$ cat config.mk
export PLATFORM = sky130hd
export DESIGN_NAME = tact_player
export DESIGN_NICKNAME = d
export VERILOG_FILES = /design/src/rtl/tact_player.sv
export SDC_FILE = /design/constraint.sdc
export NUM_CORES = 1
export LEC_CHECK = 0
export CORE_MARGIN = 2
export CORE_UTILIZATION = 23
export DETAILED_ROUTE_END_ITERATION = 10
export PLACE_DENSITY_LB_ADDON = 0.25
export SLEW_MARGIN = 20
export SYNTH_ARGS = -nofsm -noshare
export SYNTH_HDL_FRONTEND = slang
export SYNTH_SLANG_ARGS = --single-unit
export TNS_END_PERCENT = 5
$ cat constraint.sdc
create_clock -name clk -period 3.1 [get_ports clk]
set_input_delay 0.62 -clock clk [delete_from_list [all_inputs] [get_ports clk]]
set_output_delay 0.62 -clock clk [all_outputs]
set_load 0.02 [all_outputs]
$ cat src/rtl/tact_player.sv
// tact_player: walks the tact ROM, prefetches words into a small FIFO and plays each tone period.
// Define TACT_PLAYER_LOOP_EN to replay the song endlessly instead of stopping at the end marker.
module tact_player #(
    parameter int ADDR_W     = 8,
    parameter int DATA_W     = 32,
    parameter int TICK_DIV   = 100000,
    parameter int FIFO_DEPTH = 4
) (
    input  logic              clk,
    input  logic              rst,
    input  logic              aud_en,
    output logic [ADDR_W-1:0] rom_addr,
    input  logic [DATA_W-1:0] rom_data,
    output logic [DATA_W-1:0] tone_data,
    output logic              tone_valid,
    output logic              done,
    output logic              underrun
);
    localparam int PTR_W  = $clog2(FIFO_DEPTH);
    localparam int CNT_W  = $clog2(FIFO_DEPTH + 1);
    localparam int TICK_W = (TICK_DIV > 1) ? $clog2(TICK_DIV) : 1;

    typedef enum logic [1:0] {S_IDLE, S_LOAD, S_PLAY, S_END} state_t;

    state_t            state;
    logic [DATA_W-1:0] fifo_mem [FIFO_DEPTH];
    logic [PTR_W-1:0]  wr_ptr;
    logic [PTR_W-1:0]  rd_ptr;
    logic [CNT_W-1:0]  count;
    logic              end_seen;
    logic [15:0]       dur_cnt;
    logic [TICK_W-1:0] tick_cnt;

    logic [DATA_W-1:0] head;
    logic [DATA_W-1:0] load_word;
    logic [1:0]        pop_n;
    logic              fifo_empty, fifo_full, push, rom_marker, head_marker;
    logic              tick_last, tone_end, want_word;
    logic              load, to_end, to_load, starve;
`ifdef TACT_PLAYER_LOOP_EN
    logic [DATA_W-1:0] head_next;
    logic              head_next_marker;
`endif

    // NOTE: every signal gets a default before any branch, so no latch can be inferred here.
    always_comb begin
        head        = fifo_mem[rd_ptr];
        fifo_empty  = (count == '0);
        fifo_full   = (count == CNT_W'(FIFO_DEPTH));
        push        = aud_en && !fifo_full && !end_seen;
        rom_marker  = (rom_data[31:16] == 16'h0);
        head_marker = (head[31:16] == 16'h0);
        tick_last   = (tick_cnt == TICK_W'(TICK_DIV - 1));
        tone_end    = (state == S_PLAY) && (dur_cnt == 16'd1) && tick_last;
        want_word   = (state == S_LOAD) || tone_end;
`ifdef TACT_PLAYER_LOOP_EN
        head_next        = fifo_mem[rd_ptr + PTR_W'(1)];
        head_next_marker = (head_next[31:16] == 16'h0);
`endif
        pop_n     = 2'd0;
        load      = 1'b0;
        to_end    = 1'b0;
        to_load   = 1'b0;
        starve    = 1'b0;
        load_word = head;
        if (want_word) begin
            if (fifo_empty) begin
                starve = tone_end;
            end else if (!head_marker) begin
                pop_n = 2'd1;
                load  = 1'b1;
            end else begin
`ifdef TACT_PLAYER_LOOP_EN
                // Skip the marker and start the first word again without a gap when it is queued.
                if (count >= CNT_W'(2) && !head_next_marker) begin
                    pop_n     = 2'd2;
                    load      = 1'b1;
                    load_word = head_next;
                end else begin
                    pop_n   = 2'd1;
                    to_load = 1'b1;
                end
`else
                pop_n  = 2'd1;
                to_end = 1'b1;
`endif
            end
        end
    end

    // NOTE: storage is not reset; occupancy lives in the pointers and count, so stale words are never read.
    always_ff @(posedge clk) begin
        if (push) fifo_mem[wr_ptr] <= rom_data;
    end

    // NOTE: all state is updated with non-blocking assignments so every register samples pre-edge values.
    always_ff @(posedge clk or posedge rst) begin
        if (rst) begin
            state      <= S_IDLE;
            rom_addr   <= '0;
            wr_ptr     <= '0;
            rd_ptr     <= '0;
            count      <= '0;
            end_seen   <= 1'b0;
            dur_cnt    <= '0;
            tick_cnt   <= '0;
            tone_data  <= '0;
            tone_valid <= 1'b0;
            done       <= 1'b0;
            underrun   <= 1'b0;
        end else if (!aud_en) begin
            state      <= S_IDLE;
            rom_addr   <= '0;
            wr_ptr     <= '0;
            rd_ptr     <= '0;
            count      <= '0;
            end_seen   <= 1'b0;
            dur_cnt    <= '0;
            tick_cnt   <= '0;
            tone_data  <= '0;
            tone_valid <= 1'b0;
            done       <= 1'b0;
        end else begin
            if (push) begin
                wr_ptr <= wr_ptr + PTR_W'(1);
`ifdef TACT_PLAYER_LOOP_EN
                rom_addr <= rom_marker ? '0 : rom_addr + ADDR_W'(1);
`else
                rom_addr <= rom_addr + ADDR_W'(1);
                end_seen <= rom_marker;
`endif
            end
            rd_ptr <= rd_ptr + PTR_W'(pop_n);
            count  <= count + CNT_W'(push) - CNT_W'(pop_n);

            case (state)
                S_IDLE: if (!fifo_empty) state <= S_LOAD;
                S_LOAD, S_PLAY: begin
                    if (load) begin
                        state      <= S_PLAY;
                        dur_cnt    <= load_word[31:16];
                        tick_cnt   <= '0;
                        tone_data  <= {{(DATA_W-16){1'b0}}, load_word[15:0]};
                        tone_valid <= |load_word[15:0];
                    end else if (to_end) begin
                        state      <= S_END;
                        tone_data  <= '0;
                        tone_valid <= 1'b0;
                        done       <= 1'b1;
                    end else if (starve || to_load) begin
                        state      <= S_LOAD;
                        tone_data  <= '0;
                        tone_valid <= 1'b0;
                        if (starve) underrun <= 1'b1;
                    end else if (state == S_PLAY) begin
                        if (tick_last) begin
                            tick_cnt <= '0;
                            dur_cnt  <= dur_cnt - 16'd1;
                        end else begin
                            tick_cnt <= tick_cnt + TICK_W'(1);
                        end
                    end
                end
                S_END:   done  <= 1'b1;
                default: state <= S_IDLE;
            endcase
        end
    end
endmodule

==> metrics.csv <==
stage,metric,value,unit
logic_synthesis,synth_edf_count,128,
power_and_ir_drop,leakagePower,3.95,nW
die,die-area,40300,um2
critical_path,cp_max_fo,11,
place,gp_congestion,0.746,
finish,layout_commonest_cell,edfxtp_1,
clock_network,root_buffer,clkbuf_16,
sta,tightest_slew,0.899,ns
route,wl_per_cell,18.0,um
logic_synthesis,synth.distinct_cells,71,
clock_network,path_clk_slew,0.08,ns
critical_path,critPathRequiredTime,3.42,ns
clock_network,numCtsBuffers,17,
place,place_ws,-0.0708,ns
power_and_ir_drop,vdd_drop_max,0.436,mV
logic_synthesis,ys_seq_elements,198,
global_route,antenna_found_initial,1,
clock_network,cts.path.max_buffers,2,
route,vias,5593,
route,wl,22300,um
die,die_w,201,um
power_and_ir_drop,design_power_total,8.12,mW
finish,nets,758,
sta,tns,0,ns
sta,fin_crit,2.99,ns
die,row_count,72,
sta,max_clock_freq,334,MHz
global_route,grt_pass1_wl,34600,um
route,first_pass_iters,4,
global_route,gr-usage-all-layers,0.111,
die,core_area,38400,um2
power_and_ir_drop,power-per-cell-area,735,nW/um2
clock_network,htree_num_levels,4,
clock_network,clock_latency,0.44,ns
logic_synthesis,synth_area,8900,um2
sta,finalHoldViolations,0,
sta,finalSetupViolations,0,
clock_network,cts_tree,done,
sta,setup_ws,0.106,ns
place,dpl.hpwl,15100,um
logic_synthesis,avgSynthCellArea,14.6,um2
logic_synthesis,synth_cells,610,
global_route,grt_overflow,0,
run_status,status,finished clean,
die,pin_count,78,
sta,finalClockSkew,0.0162,ns
logic_synthesis,ys_seq_area_frac,0.629,
logic_synthesis,ys_warn_count,0,
die,die_height,201,um
critical_path,startpoint_type,flip-flop,
route,postRouteAntennaNets,0,
global_route,grt_max_degree,43,
route,initialDrtViolationCount,393,
worst_hold_path,hold_class,reg2reg,
logic_synthesis,postSynth.asyncResetShare,0.354,
route,vias_per_cell,4.51,
clock_network,cts_hold_buffers,0,
sta,slew_headroom,0.401,
critical_path,cp-end-kind,flip-flop,
route,remaining_drc_errors,0,
logic_synthesis,ys.flop_type,edfxtp_1,
critical_path,crit_type,reg2reg,
finish,layout-drive-gt1-share,0.201,
critical_path,crit_arrival,3.32,ns
place,port_buffers,61,
finish,layout_common_cells,"edfxtp_1, dfrtp_1, clkdlybuf4s50_1",
clock_network,clock-sinks,198,
die,initial_core_util,0.232,
sta,fin_crit_sh,0.966,
global_route,grt_pass1_vias,5686,
sta,rsz0062_at_grt,no,
run,cap_violations,0,
sta,drv_slew,0,
finish,area.growth.synth_to_final,24.2,%
-- cells in the mapped netlist, drive strengths merged (2+ instances only) --
cell type / instances / area [um2]
or4: 9 / 67.6
buf: 28 / 203
o21ai: 19 / 95.1
nand2: 30 / 115
mux2i: 4 / 40.0
or2: 2 / 12.5
and2: 8 / 50.1
a22o: 18 / 158
a41oi: 6 / 60.1
nor3: 12 / 71.3
a32oi: 3 / 26.3
a21oi: 13 / 68.8
o211ai: 2 / 15.0
xnor2: 6 / 52.6
edfxtp: 128 / 3840
mux4: 32 / 721
dfrtp: 70 / 1750
ha: 15 / 188
nor4b: 2 / 17.5
a41o: 2 / 20.0
inv: 14 / 52.6
o41ai: 4 / 35.0
a31oi: 16 / 106
or3: 5 / 31.3
clkbuf: 20 / 75.1
nand4: 18 / 119
mux2: 2 / 22.5
a221oi: 2 / 17.5
nor2: 28 / 105
o31ai: 7 / 66.3
nor3b: 2 / 15.0
a32o: 11 / 110
nor4: 20 / 165
nand3b: 5 / 37.5
xor2: 5 / 43.8
and3: 8 / 50.1
a211oi: 3 / 22.5
and4: 2 / 18.8
nand3: 15 / 92.6
-- logic make-up (layout without fill, tap and decap cells) --
kind of cell,count (synthesis),after routing,synth area share
other,1,17,0.000421
DFF,198,198,0.629
adders and majority gates,16,16,0.0233
buffers and inverters,62,157,0.0371
and+or+nand+nor,169,169,0.112
muxes,38,38,0.0880
AOI/OAI and AO/OA,115,115,0.0998
xor gates and xnor gates,11,11,0.0108
-- what timing repair did --
item	in CTS	in global routing
endpoints found under the setup margin	11	5
pin swaps	0	1
gates resized for setup	1	6
setup buffers	0	1
-- layout make-up --
| cell class | instances | area [um2] |
|---|---|---|
| clock inverter | 14 | 178 |
| tap | 518 | 648 |
| timing repair buffer | 111 | 1090 |
| antenna | 1 | 2.50 |
| multi-input combinational | 365 | 3060 |
| clock buffer | 18 | 429 |
| fill | 3936 | 27300 |
| inverter | 14 | 53.8 |
| sequential | 198 | 5600 |
-- stage by stage --
stage	std cells	util	hold slack [ns]	area, um2
2_1_floorplan	625	-	0.464	8960
3_3_place_gp	1205	0.271	0.499	10400
3_5_place_dp	1205	0.271	0.493	10400
4_1_cts	1237	0.287	0.515	11000
5_1_grt	1238	0.288	0.534	11100
6_report	1239	0.288	0.514	11100
-- sequential cells by signal (all words and copies together), names as in the netlist --
name	count
rd_ptr	2
tone_data	16
rom_addr	8
count	3
state	2
done	1
underrun	1
end_seen	1
fifo_mem	128
tick_cnt	17
wr_ptr	2
tone_valid	1
dur_cnt	16
-- critical path, stage by stage, from the launching register on --
cell	delay, ns
dfrtp_1	0.39
or4_4	0.56
or4_4	0.44
buf_4	0.18
o31ai_4	0.28
buf_4	0.20
a41oi_2	0.11
buf_4	0.22
buf_4	0.17
a32oi_1	0.22
o21ai_1	0.10
-- where the power goes --
group	internal [mW]	switching [mW]	total [mW]
clock	1.16	1.13	2.30
sequential	3.24	0.157	3.40
combinational	1.02	1.41	2.43
-- final timing paths --
| kind | startpoint | end | slack, ns | depth (start not counted) |
|---|---|---|---|---|
| max in group asynchronous | rst | rd_ptr[0] | 1.91 | 3 |
| worst max-delay path | dur_cnt[3] | dur_cnt[11] | 0.11 | 10 |
| worst min register to register | tone_data[1] | tone_data[1] | 0.51 | 1 |
| worst max register to register | dur_cnt[3] | dur_cnt[11] | 0.11 | 10 |
| min in group asynchronous | rst | tick_cnt[6] | 0.55 | 2 |
| worst min-delay path | tone_data[1] | tone_data[1] | 0.51 | 1 |
-- per-layer routing --
| layer | global-route usage | share of wire |
|---|---|---|
| met1 | 0.154 | 0.48 |
| met2 | 0.177 | 0.46 |
| met3 | 0.0279 | 0.047 |
| met4 | 0.0235 | 0.0077 |
| met5 | 0 | 0.00058 |
(Power assumes the default switching activity.)
